<file path="src/rtl/arb4_rr_5_pkg.sv">
// Shared constants for the arb4_rr_5 round-robin arbiter.
// The state encoding and the default hold limit live here so all users agree on them.
package arb4_rr_5_pkg;

  typedef enum logic {
    StIdle  = 1'b0,
    StGrant = 1'b1
  } arb_state_e;

  localparam int unsigned MaxHoldDefault = 8;
  localparam int unsigned NumReq         = 4;
  localparam int unsigned DataWidth      = 5;

endpackage

</file>
<file path="src/rtl/mux4t1_5.sv">
// 4:1 multiplexer, 5-bit wide, used as the arbiter's shared data path.
module mux4t1_5 (
  input  logic [1:0] sel_i,
  input  logic [4:0] d0_i,
  input  logic [4:0] d1_i,
  input  logic [4:0] d2_i,
  input  logic [4:0] d3_i,
  output logic [4:0] y_o
);

  always_comb begin
    y_o = d0_i;
    unique case (sel_i)
      2'd0: y_o = d0_i;
      2'd1: y_o = d1_i;
      2'd2: y_o = d2_i;
      2'd3: y_o = d3_i;
      default: y_o = d0_i;
    endcase
  end

endmodule

</file>
<file path="src/rtl/arb4_rr_5.sv">
// Four-requester round-robin arbiter with a per-owner hold limit and a muxed data output.
// On release the pointer moves past the old owner and arbitration repeats in the same edge.
module arb4_rr_5 #(
  parameter int unsigned MAX_HOLD = arb4_rr_5_pkg::MaxHoldDefault
) (
  input  logic       clk,
  input  logic       rst,
  input  logic [3:0] req,
  input  logic [4:0] I0,
  input  logic [4:0] I1,
  input  logic [4:0] I2,
  input  logic [4:0] I3,
  output logic [3:0] gnt,
  output logic [1:0] s,
  output logic       valid,
  output logic [4:0] o
);

  import arb4_rr_5_pkg::*;

  localparam logic [3:0] HoldLast = 4'(MAX_HOLD - 1);

  arb_state_e state_q, state_d;
  logic [3:0] cnt_q, cnt_d;
  logic [1:0] ptr_q, ptr_d;
  logic [3:0] gnt_q, gnt_d;
  logic [1:0] s_q, s_d;
  logic       valid_q, valid_d;

  logic       release_owner;
  logic [1:0] arb_ptr;
  logic [1:0] idx;
  logic       found;
  logic [1:0] win;
  logic [4:0] mux_y;

  // Search and next-state together so a release can re-arbitrate with the advanced pointer.
  always_comb begin
    release_owner = 1'b0;
    arb_ptr       = ptr_q;
    idx           = 2'd0;
    found         = 1'b0;
    win           = 2'd0;
    state_d       = state_q;
    cnt_d         = cnt_q;
    ptr_d         = ptr_q;
    gnt_d         = gnt_q;
    s_d           = s_q;
    valid_d       = valid_q;

    if (state_q == StGrant) begin
      release_owner = !req[s_q] || (cnt_q == HoldLast);
    end
    if (release_owner) begin
      arb_ptr = s_q + 2'd1;
    end

    for (int k = 0; k < 4; k++) begin
      idx = arb_ptr + 2'(k);
      if (!found && req[idx]) begin
        found = 1'b1;
        win   = idx;
      end
    end

    unique case (state_q)
      StIdle: begin
        if (found) begin
          state_d = StGrant;
          gnt_d   = 4'b0001 << win;
          s_d     = win;
          valid_d = 1'b1;
          cnt_d   = 4'd0;
        end else begin
          gnt_d   = 4'b0000;
          valid_d = 1'b0;
        end
      end
      StGrant: begin
        if (release_owner) begin
          ptr_d = arb_ptr;
          if (found) begin
            gnt_d   = 4'b0001 << win;
            s_d     = win;
            valid_d = 1'b1;
            cnt_d   = 4'd0;
          end else begin
            state_d = StIdle;
            gnt_d   = 4'b0000;
            valid_d = 1'b0;
          end
        end else begin
          cnt_d = cnt_q + 4'd1;
        end
      end
      default: state_d = StIdle;
    endcase
  end

  always_ff @(posedge clk) begin
    if (rst) begin
      state_q <= StIdle;
      cnt_q   <= 4'd0;
      ptr_q   <= 2'd0;
      gnt_q   <= 4'b0000;
      s_q     <= 2'd0;
      valid_q <= 1'b0;
    end else begin
      state_q <= state_d;
      cnt_q   <= cnt_d;
      ptr_q   <= ptr_d;
      gnt_q   <= gnt_d;
      s_q     <= s_d;
      valid_q <= valid_d;
    end
  end

  mux4t1_5 u_mux (
    .sel_i (s_q),
    .d0_i  (I0),
    .d1_i  (I1),
    .d2_i  (I2),
    .d3_i  (I3),
    .y_o   (mux_y)
  );

  assign gnt   = gnt_q;
  assign s     = s_q;
  assign valid = valid_q;
  assign o     = valid_q ? mux_y : 5'h00;

endmodule

</file>
<file path="config.mk">
export PLATFORM = sky130hd
export DESIGN_NAME = arb4_rr_5
export DESIGN_NICKNAME = d
export VERILOG_FILES = /design/src/rtl/arb4_rr_5_pkg.sv /design/src/rtl/mux4t1_5.sv /design/src/rtl/arb4_rr_5.sv
export SDC_FILE = /design/constraint.sdc
export NUM_CORES = 1
export LEC_CHECK = 0
export BUFFER_PORTS_ARGS = -buffer_cell sky130_fd_sc_hd__buf_4
export CORE_MARGIN = 4
export CORE_UTILIZATION = 35
export CTS_CLUSTER_DIAMETER = 200
export DETAILED_ROUTE_END_ITERATION = 10
export PLACE_DENSITY_LB_ADDON = 0.2
export SYNTH_ARGS = -nofsm -noshare
export SYNTH_HDL_FRONTEND = slang
export SYNTH_HIERARCHICAL = 1
export SYNTH_SLANG_ARGS = --single-unit
</file>
<file path="constraint.sdc">
create_clock -name clk -period 3.5 [get_ports clk]
set_clock_uncertainty 0.1 [all_clocks]
set_input_delay 0.35 -clock clk [delete_from_list [all_inputs] [get_ports clk]]
set_output_delay 0.35 -clock clk [all_outputs]
set_load 0.05 [all_outputs]
</file>
==> flow_metrics.tcl <==
set metrics [dict create \
    setup.worst_path.class "reg -> reg" \
    nFillCells 265 \
    viasPerCell 5.75 \
    clkSlewWorstSetupHoldPaths_ns 0.08 \
    root_buffer "clkbuf_4" \
    final_common_cell "buf_4" \
    cp_max_fo 14 \
    cts_resized 0 \
    grt_pass1_wl_um 4150 \
    period_minus_slack_ns 2.43 \
    core_area_sq_um 2760 \
    route.vias.total 1047 \
    dr.pass1.iters 4 \
    drtIter0Drc 24 \
    rows 19 \
    p_leak_nw 0.522 \
    path_cells "mux2_4 -> o2111ai_1 -> nand4_1 -> o41ai_2" \
    fmaxAchievable_mhz 411 \
    grt_setup_unrepaired "false" \
    routabilityCongestion 0.883 \
    die_y_um 61.7 \
    drc 0 \
    holdWs_ns 0.227 \
    die-area_sq_um 3810 \
    final_cell_count_no_fill 182 \
    synth_enable_flop_cells 0 \
    clk_latency_ns 0.29 \
    routed_wl_um 2740 \
    start_util_pct 36.7 \
    track_usage_pct 14.6 \
    dp_cells 179 \
    synthFlopType "dfxtp_1" \
    yosysWarnings 6 \
    layout-drive-gt1-share_pct 35.1 \
    post_cts_buffers 0 \
    cpMaxStageDelayCell "o2111ai_1" \
    syn-num-nets 146 \
    mostFrequentLayoutCells "38 x buf_4, 14 x dfxtp_1, 12 x nor2_1" \
    die_x_um 61.7 \
    finalCritPeriodShare_pct 69.5 \
    ir_drop_mv 0.289 \
    drt.antenna.violating_nets 0 \
    pwr_density_cell_nw_per_um2 416 \
    ys_ff_latch 14 \
    grt-ovfl-total 0 \
    dp_hpwl_um 2100 \
    ctsHoldBuffers 0 \
    cp.required_ns 3.59 \
    ys_seq_area_share_pct 27.7 \
    status "completed" \
    cp-end-kind "flip-flop" \
    drv_slew 0 \
    cts_tree "yes" \
    wl_per_cell_um 15.0 \
    diodes 0 \
    io_pins 38 \
    drv_cap 0 \
    hold_violations 0 \
    synth_cells 119 \
    clock-sinks 14 \
    relSlewSlack_pct 31.9 \
    cts_buffers 3 \
    netlist_area_sq_um 1010 \
    htree_levels 1 \
    tns_ns 0 \
    setup_violations 0 \
    cp-start-kind "flip-flop" \
    cts_buffer_depth 2 \
    max_stage_delay_ns 0.82 \
    grt_pass1_vias 956 \
    critical_path_arrival_ns 2.53 \
    ys_types 39 \
    synth.avg_cell_area_sq_um 8.50 \
    tightest_slew_ns 1.02 \
    async_flop_share_pct 0 \
    antenna_found_initial 0 \
    hold_class "in -> reg" \
    grt_max_degree 18 \
    finalCoreUtilization_pct 47.4 \
    area_growth_pct 29.3 \
    numPortBuffers 37 \
    fin_nets 180 \
]
[final cells by class]
type,instances,area (sq um),share of cell area (%)
multi-input combinational,93,669,51.2
timing repair buffer,38,285,21.8
sequential,14,280,21.4
tap,31,38.8,2.97
clock buffer,3,22.5,1.72
inverter,3,11.3,0.861
[where the power goes]
part | internal, mW | switching (mW) | total, mW
Sequential | 0.174 | 0.0214 | 0.195
Clock | 0.0401 | 0.0531 | 0.0931
Combinational | 0.108 | 0.147 | 0.255
[synthesized netlist by cell type (2+ instances only)]
cell,count,share of area (%)
inv_1,3,1.1
and2_1,6,3.7
o2111ai_1,2,1.7
nand2_1,8,3.0
a31oi_1,3,1.9
a21oi_1,10,5.0
mux4_2,5,11
nor2_1,12,4.5
nand4_1,2,1.2
o21ai_0,8,4.0
nand3_1,4,2.0
nor3_1,5,2.5
nand4b_1,2,1.7
nand3b_1,3,2.2
dfxtp_1,14,28
nor3b_1,3,2.2
buf_6,2,2.2
clkbuf_1,6,2.2
[kinds of logic after synthesis]
kind of cell | synth area share (%)
AOI/OAI and AO/OA | 22.8
and+or+nand+nor | 27.5
DFF | 27.7
muxes | 14.7
buffers and inverters | 6.06
adders and majority gates | 1.24
[routing by layer]
metal,up-vias,global-route usage (%),routed length (um)
li1,515,-,-
met4,0,5.45,37
met1,490,19.1,1160
met2,37,23.6,1310
met5,-,0,0
met3,5,3.10,226
[final timing paths]
path | endpoint | depth (start not counted) | slack [ns] | from
setup / recovery | s[0]$_SDFFE_PP0P_ | 4 | 1.07 | s[0]$_SDFFE_PP0P_
hold / removal | cnt_q[2]$_SDFF_PP0_ | 2 | 0.23 | rst
setup reg to reg | s[0]$_SDFFE_PP0P_ | 4 | 1.07 | s[0]$_SDFFE_PP0P_
hold reg to reg | gnt[1]$_SDFFE_PP0N_ | 2 | 0.38 | gnt[1]$_SDFFE_PP0N_
[worst max-delay path: cells and delay by family, from the launching register on]
family	cells	cell delay (ns)
multiplexers	1	0.35
AO/OA/AOI/OAI	2	1.17
flip-flops	1	0.50
AND/OR/NAND/NOR	1	0.23
[sequential cells by signal (all words and copies together) (netlist names)]
register / cells
ptr_q: 2
gnt: 4
state_q: 1
cnt_q: 4
s: 2
valid: 1
[per-stage QoR]
stage | power [mW] | instance area [sq um] | worst slack (ns)
4_1_cts | 0.545 | 1310 | 1.07
3_5_place_dp | 0.455 | 1280 | 1.09
5_1_grt | 0.570 | 1310 | 0.882
2_1_floorplan | 0.386 | 1010 | 1.00
6_report | 0.543 | 1310 | 1.07
3_3_place_gp | 0.451 | 1280 | 1.13
Power figures use the tool's default switching activity.
